[src/rtl/q_pkg.sv]
`default_nettype none
// ============================================================================
//  Module      : q_pkg
//  Description : Shared definitions for the Q-learning episode controller:
//                grid geometry, action encodings and the controller FSM
//                state type.
//  Revision    : 1.0  initial release
// ============================================================================
package q_pkg;

    // State word is {x, y}, one AXIS_W-bit coordinate per axis (8x8 grid)
    localparam int S_W    = 6;
    localparam int AXIS_W = S_W / 2;

    // Grid bounds on each axis
    localparam int GRID_MIN = 0;
    localparam int GRID_MAX = (1 << AXIS_W) - 1;

    // Action encodings
    localparam logic [1:0] ACT_LEFT  = 2'b00;   // y - 1
    localparam logic [1:0] ACT_UP    = 2'b01;   // x - 1
    localparam logic [1:0] ACT_RIGHT = 2'b10;   // y + 1
    localparam logic [1:0] ACT_DOWN  = 2'b11;   // x + 1

    typedef enum logic [1:0] {
        ST_IDLE  = 2'd0,
        ST_ISSUE = 2'd1,
        ST_DRAIN = 2'd2,
        ST_FIN   = 2'd3
    } q_state_e;

endpackage : q_pkg
`default_nettype wire

[src/rtl/grid_next_state.sv]
`default_nettype none
// ============================================================================
//  Module      : grid_next_state
//  Description : Combinational grid transition. Moves one cell in the
//                direction of the action; a move that would leave the grid
//                leaves the state unchanged.
//  Ports       : cur_i  [S_W]  current state {x, y}
//                act_i  [2]    action
//                next_o [S_W]  resulting state {x, y}
//  Revision    : 1.0  initial release
// ============================================================================
module grid_next_state #(
    parameter int S_W = q_pkg::S_W
) (
    input  logic [S_W-1:0] cur_i,
    input  logic [1:0]     act_i,
    output logic [S_W-1:0] next_o
);
    import q_pkg::*;

    localparam int AW = S_W / 2;

    localparam logic [AW-1:0] c_AXIS_MIN = '0;
    localparam logic [AW-1:0] c_AXIS_MAX = '1;

    logic [AW-1:0] w_x;
    logic [AW-1:0] w_y;
    logic [AW-1:0] w_nx;
    logic [AW-1:0] w_ny;

    always_comb begin
        w_x  = cur_i[S_W-1:AW];
        w_y  = cur_i[AW-1:0];
        w_nx = w_x;
        w_ny = w_y;
        case (act_i)
            ACT_LEFT:  if (w_y != c_AXIS_MIN) w_ny = w_y - AW'(1);
            ACT_UP:    if (w_x != c_AXIS_MIN) w_nx = w_x - AW'(1);
            ACT_RIGHT: if (w_y != c_AXIS_MAX) w_ny = w_y + AW'(1);
            ACT_DOWN:  if (w_x != c_AXIS_MAX) w_nx = w_x + AW'(1);
            default: begin
                w_nx = w_x;
                w_ny = w_y;
            end
        endcase
        next_o = {w_nx, w_ny};
    end

endmodule : grid_next_state
`default_nettype wire

[src/rtl/q_episode_ctrl.sv]
`default_nettype none
// ============================================================================
//  Module      : q_episode_ctrl
//  Description : Episode sequencer for a grid-world Q-learning engine.
//                Walks an agent from a start state, issuing one step per
//                accepted action, stalling actions whose {state, action}
//                Q entry is still being written back, and counting steps
//                and episodes until the configured number of episodes ends.
//  Ports       : clk, rst              clock, synchronous active-high reset
//                start                 begin a run (IDLE only)
//                cfg_*                 run configuration, latched on start
//                act_valid/act         action from the generator
//                act_ready             action consumed this cycle
//                step_valid/step_*     step issued to the Q datapath
//                busy                  run in progress (ISSUE or DRAIN)
//                done                  one-cycle pulse at run end
//                episode_cnt/step_cnt  progress counters
//  Revision    : 1.0  initial release
// ============================================================================
module q_episode_ctrl #(
    parameter int PIPE_LAT = 3,
    parameter int S_W      = q_pkg::S_W
) (
    input  logic           clk,
    input  logic           rst,
    input  logic           start,
    input  logic [S_W-1:0] cfg_start_state,
    input  logic [S_W-1:0] cfg_goal_state,
    input  logic [7:0]     cfg_max_steps,
    input  logic [7:0]     cfg_num_episodes,
    input  logic           act_valid,
    input  logic [1:0]     act,
    output logic           act_ready,
    output logic           step_valid,
    output logic [S_W-1:0] step_state,
    output logic [1:0]     step_action,
    output logic [S_W-1:0] step_next,
    output logic           busy,
    output logic           done,
    output logic [7:0]     episode_cnt,
    output logic [7:0]     step_cnt
);
    import q_pkg::*;

    q_state_e       state_q,    state_d;
    logic [S_W-1:0] cur_q,      cur_d;
    logic [7:0]     step_cnt_q, step_cnt_d;
    logic [7:0]     ep_cnt_q,   ep_cnt_d;
    logic           done_q;

    logic [S_W-1:0] cfg_start_q;
    logic [S_W-1:0] cfg_goal_q;
    logic [7:0]     cfg_max_q;
    logic [7:0]     cfg_neps_q;

    // Writeback hazard tracker: entry i holds the step fired i+1 cycles ago
    logic           trk_v_q [PIPE_LAT];
    logic [S_W-1:0] trk_s_q [PIPE_LAT];
    logic [1:0]     trk_a_q [PIPE_LAT];

    logic [S_W-1:0] w_next;
    logic           w_fire;
    logic           w_hazard;
    logic           w_drain_wait;
    logic [8:0]     w_cnt_inc;
    logic [8:0]     w_limit;

    grid_next_state #(
        .S_W (S_W)
    ) u_grid_next_state (
        .cur_i  (cur_q),
        .act_i  (act),
        .next_o (w_next)
    );

    // A max of 0 encodes 256 steps; widen to 9 bits so that case compares
    assign w_cnt_inc = {1'b0, step_cnt_q} + 9'd1;
    assign w_limit   = {(cfg_max_q == 8'd0), cfg_max_q};

    // The oldest entry retires on the same edge that leaves DRAIN, so only
    // the younger entries need to be empty for the tracker to be clear once
    // the episode count advances.
    always_comb begin
        w_hazard     = 1'b0;
        w_drain_wait = 1'b0;
        for (int i = 0; i < PIPE_LAT; i++) begin
            if (trk_v_q[i]) begin
                if (i < PIPE_LAT - 1) w_drain_wait = 1'b1;
                if ((trk_s_q[i] == cur_q) && (trk_a_q[i] == act)) w_hazard = 1'b1;
            end
        end
    end

    always_comb begin
        state_d    = state_q;
        cur_d      = cur_q;
        step_cnt_d = step_cnt_q;
        ep_cnt_d   = ep_cnt_q;
        w_fire     = 1'b0;
        case (state_q)
            ST_IDLE: begin
                if (start) begin
                    cur_d      = cfg_start_state;
                    step_cnt_d = '0;
                    ep_cnt_d   = '0;
                    state_d    = (cfg_num_episodes == 8'd0) ? ST_FIN : ST_ISSUE;
                end
            end
            ST_ISSUE: begin
                w_fire = act_valid & ~w_hazard;
                if (w_fire) begin
                    cur_d      = w_next;
                    step_cnt_d = step_cnt_q + 8'd1;
                    if ((w_next == cfg_goal_q) || (w_cnt_inc == w_limit)) begin
                        state_d = ST_DRAIN;
                    end
                end
            end
            ST_DRAIN: begin
                if (!w_drain_wait) begin
                    ep_cnt_d = ep_cnt_q + 8'd1;
                    if (ep_cnt_d == cfg_neps_q) begin
                        state_d = ST_FIN;
                    end else begin
                        cur_d      = cfg_start_q;
                        step_cnt_d = '0;
                        state_d    = ST_ISSUE;
                    end
                end
            end
            ST_FIN: begin
                state_d = ST_IDLE;
            end
            default: begin
                state_d = ST_IDLE;
            end
        endcase
    end

    always_ff @(posedge clk) begin
        if (rst) begin
            state_q     <= ST_IDLE;
            cur_q       <= '0;
            step_cnt_q  <= '0;
            ep_cnt_q    <= '0;
            done_q      <= 1'b0;
            cfg_start_q <= '0;
            cfg_goal_q  <= '0;
            cfg_max_q   <= '0;
            cfg_neps_q  <= '0;
        end else begin
            state_q    <= state_d;
            cur_q      <= cur_d;
            step_cnt_q <= step_cnt_d;
            ep_cnt_q   <= ep_cnt_d;
            done_q     <= (state_q == ST_FIN);
            if ((state_q == ST_IDLE) && start) begin
                cfg_start_q <= cfg_start_state;
                cfg_goal_q  <= cfg_goal_state;
                cfg_max_q   <= cfg_max_steps;
                cfg_neps_q  <= cfg_num_episodes;
            end
        end
    end

    always_ff @(posedge clk) begin
        if (rst) begin
            for (int i = 0; i < PIPE_LAT; i++) begin
                trk_v_q[i] <= 1'b0;
                trk_s_q[i] <= '0;
                trk_a_q[i] <= '0;
            end
        end else begin
            trk_v_q[0] <= w_fire;
            trk_s_q[0] <= cur_q;
            trk_a_q[0] <= act;
            for (int i = 1; i < PIPE_LAT; i++) begin
                trk_v_q[i] <= trk_v_q[i-1];
                trk_s_q[i] <= trk_s_q[i-1];
                trk_a_q[i] <= trk_a_q[i-1];
            end
        end
    end

    // Step fields are gated so the datapath sees zeros between steps
    assign act_ready   = w_fire;
    assign step_valid  = w_fire;
    assign step_state  = w_fire ? cur_q  : '0;
    assign step_action = w_fire ? act    : '0;
    assign step_next   = w_fire ? w_next : '0;
    assign busy        = (state_q == ST_ISSUE) || (state_q == ST_DRAIN);
    assign done        = done_q;
    assign episode_cnt = ep_cnt_q;
    assign step_cnt    = step_cnt_q;

endmodule : q_episode_ctrl
`default_nettype wire

[config.mk]
export PLATFORM = sky130hd
export DESIGN_NAME = q_episode_ctrl
export DESIGN_NICKNAME = d
export VERILOG_FILES = /design/src/rtl/q_pkg.sv /design/src/rtl/grid_next_state.sv /design/src/rtl/q_episode_ctrl.sv
export SDC_FILE = /design/constraint.sdc
export NUM_CORES = 1
export LEC_CHECK = 0
export ABC_CLOCK_PERIOD_IN_PS = 3700
export CAP_MARGIN = 20
export CORE_ASPECT_RATIO = 1.2
export CORE_MARGIN = 2
export CORE_UTILIZATION = 55
export DETAILED_ROUTE_END_ITERATION = 7
export PLACE_DENSITY = 0.81
export SYNTH_ARGS = -nofsm -noshare
export SYNTH_HDL_FRONTEND = slang
export SYNTH_SLANG_ARGS = --single-unit
[constraint.sdc]
create_clock -name clk -period 3.7 [get_ports clk]
set_clock_uncertainty 0.1 [all_clocks]
set_input_delay 0.37 -clock clk [delete_from_list [all_inputs] [get_ports clk]]
set_output_delay 0.37 -clock clk [all_outputs]
set_load 0.01 [all_outputs]
==> flow_summary_export.csv <==
group,metric,value,unit
place,place_congestion,0.937,
min_path,hp-class,"flop to flop",
global_routing,antenna_found_initial,0,
run,cap_violations,0,
global_routing,first_global_vias,3664,
timing,timing.final.crit_share,94.6,%
synthesis,synth_edf_count,0,
synthesis,yosysWarningCount,0,
timing,fmax,286,MHz
synthesis,synth_area,4320,µm²
floorplanning,rows,35,
floorplanning,core-area,7660,µm²
floorplanning,die_h,101,µm
detailed_routing,drc_errors,0,
global_routing,grt_pass1_wl,17500,µm
synthesis,yosys.area.top_type,"dfxtp_1",
final_layout,n_antenna_cell,0,
floorplanning,start_util,56.3,%
global_routing,grt.total_usage,25.7,%
critical_path,crit_path_frequent_cell,"inv_1",
place,placed_cells,660,
final_layout,drive_gt1_share,7.02,%
critical_path,cpPeakStageDelay,0.54,ns
critical_path,cp_max_fo,15,
critical_path,cp-start-kind,"flop",
clock_network,cts_hold_buffers,0,
pwr,p_total,3.36,mW
clock_network,htreeDepth,3,
synthesis,syn_nets,576,
clock_network,cts.sinks,80,
critical_path,crit_arrival,3.03,ns
timing,worst_slew_pin_slew,0.920,ns
detailed_routing,via_per_inst,5.75,
detailed_routing,drt_pass1_iterations,5,
timing,fin_setup_tns,0,ns
min_path,hp-start,"cfg_start_q[4]",
synthesis,synth-async-reset-ratio,0,%
synthesis,yosysMostFrequentCell,"nand2_1",
synthesis,synth_area_leaders,"dfxtp_1 37%, xnor2_1 8.1%, nand2_1 7.5%",
detailed_routing,drtIter0Drc,260,
critical_path,cp_cell_sequence,"inv_1 > ha_1 > inv_1 > nor4_2 > buf_4 > nor2b_1 > clkdlybuf4s50_1",
synthesis,ys_seq_elements,80,
final_layout,layout.nets,626,
timing,max_slew_margin,38.5,%
timing,setup_violations,0,
detailed_routing,wl_per_cell,15.6,µm
clock_network,path_clk_slew,0.09,ns
synthesis,synth_area_per_cell,8.16,µm²
pwr,total_leakage_power,1.86,nW
clock_network,clock_insertion_delay_worst_skew,0.36,ns
synthesis,synth-main-ff-cell,"dfxtp_1",
critical_path,crit_path_end_kind,"output port",
critical_path,cp-startpoint,"state_q[1]",
clock_network,cts_tree,"yes",
critical_path,critPathRequiredTime,3.23,ns
clock_network,cts_setup_buffers,0,
detailed_routing,vias,3889,
critical_path,path_buf_inv,4,
clock_network,numCtsBuffers,9,
final_layout,fill_cells,658,
final_layout,area_growth,20.3,%
pwr,ir_drop,0.402,mV
global_routing,grt.overflow.total,0,
place,port_buffers,67,
floorplanning,die-area,8570,µm²
critical_path,timing.rr.start,"cur_q[1]",
final_layout,finalNonFillerCells,676,
critical_path,cp_top_family,"buffers and inverters",
timing,drv_slew,0,
synthesis,synth-seq-area-share,37.1,%
detailed_routing,drt-total-wl,10500,µm
clock_network,ctsLongestPathBuffers,2,
floorplanning,die_w,84.9,µm
clock_network,cts_resized,0,
floorplanning,ios,68,
timing,fin_crit,3.50,ns
timing,rsz0062_at_grt,"no",
synthesis,synth_cells,529,
critical_path,path_class,"flop to output port",
detailed_routing,antenna_left,0,
synthesis,synth_common_cells,"86 x nand2_1, 80 x dfxtp_1, 50 x a21oi_1, 40 x xnor2_1, 30 x nor2b_1",
synthesis,synth_cell_types,63,
critical_path,critical-path-slowest-cell,"clkdlybuf4s50_1",
place,hpwl,7560,µm
pwr,powerDensity,648,nW/µm²
timing,hold_violations,0,
synthesis,synth_top_area_share,37.1,%
status,outcome,"finished clean",
global_routing,grt_max_degree,31,
clock_network,root_buffer,"clkbuf_8",
[sequential cells by signal (all words and copies together) (netlist names)]
signal and flops:
step_cnt 8, cfg_goal_q 6, trk_s_q 18, episode_cnt 8, cfg_max_q 8, done 1, trk_a_q 6, cur_q 6
cfg_neps_q 8, state_q 2, trk_v_q 3, cfg_start_q 6
[path summary, 6_finish.rpt]
check	endpoint	slack, ns	depth (start not counted)
setup / recovery	step_next[3]	0.20	7
hold / removal	cfg_start_q[4]	0.36	2
hold reg to reg	cfg_start_q[4]	0.36	2
setup reg to reg	state_q[1]	0.84	10
[logic make-up (layout without fill, tap and decap cells)]
logic type	after synthesis	count (layout)	share of synthesized area (%)
XOR/XNOR	48	48	9.74
multiplexers	1	1	0.232
flip-flops	80	80	37.1
AO/OA/AOI/OAI	118	118	18.2
adder cells (fa/ha/maj)	13	13	3.77
AND/OR/NAND/NOR	219	219	25.8
buffers and inverters	50	105	5.19
[placed cells by master, fill, tap and decap left out, drive strengths merged, types with 3 or more instances in the layout]
cell            n
nor3b           4
nor3           15
nand2          86
o2111ai         3
nor2           27
nor2b          30
xor2            8
o21a            4
a22oi           3
and4            3
dfxtp          80
a211oi          4
nand3          14
a32o            6
buf             9
a21oi          50
nand4           5
clkbuf         10
nand2b          3
ha             13
o31ai           3
clkdlybuf4s50  66
inv            15
o21ai          17
nor4            6
xnor2          40
and3            5
o211ai          9
and2           15
[final cells by class]
type	count	area [µm²]	share of cell area (%)
Multi-Input combinational cell	399	2490	48.0
Sequential cell	80	1600	30.9
Timing Repair Buffer	75	726	14.0
Clock buffer	10	138	2.65
Tap cell	92	115	2.22
Clock inverter	6	67.6	1.30
Inverter	14	52.6	1.01
[routing by layer]
metal  track usage (%)  share of wire [%]
met1              30.7                 44
met2              43.3                 49
met3              5.57                4.4
met4              13.6                3.2
met5                 0                  0
[worst reg2reg max path, stage by stage (launching register included)]
cell and delay [ns]:
dfxtp_1 0.54, inv_1 0.19, ha_1 0.26, nor3b_1 0.16, a311oi_2 0.34, xnor2_1 0.29
xor2_1 0.22, nand4_1 0.13, o211ai_2 0.22, a211oi_1 0.10, a31o_1 0.20
[report_power, final]
group	internal [mW]	total [mW]	switching, mW	leakage (nW)
clock	0.332	0.674	0.341	0.0989
sequential	0.999	1.18	0.183	0.653
combinational	0.660	1.51	0.849	1.11
total	1.99	3.36	1.37	1.86
[per-stage QoR]
| step | setup slack, ns | util [%] | area, µm² | hold slack [ns] |
|---|---|---|---|---|
| 6_report | 0.199 | 67.7 | 5190 | 0.362 |
| 5_1_grt | 0.0351 | 67.7 | 5190 | 0.373 |
| 4_1_cts | 0.205 | 67.7 | 5190 | 0.359 |
| 3_5_place_dp | 0.502 | 65.0 | 4980 | 0.349 |
| 3_3_place_gp | 0.644 | 65.0 | 4980 | 0.344 |
| 2_1_floorplan | 1.34 | - | 4320 | 0.337 |
Power figures use the tool's default switching activity.
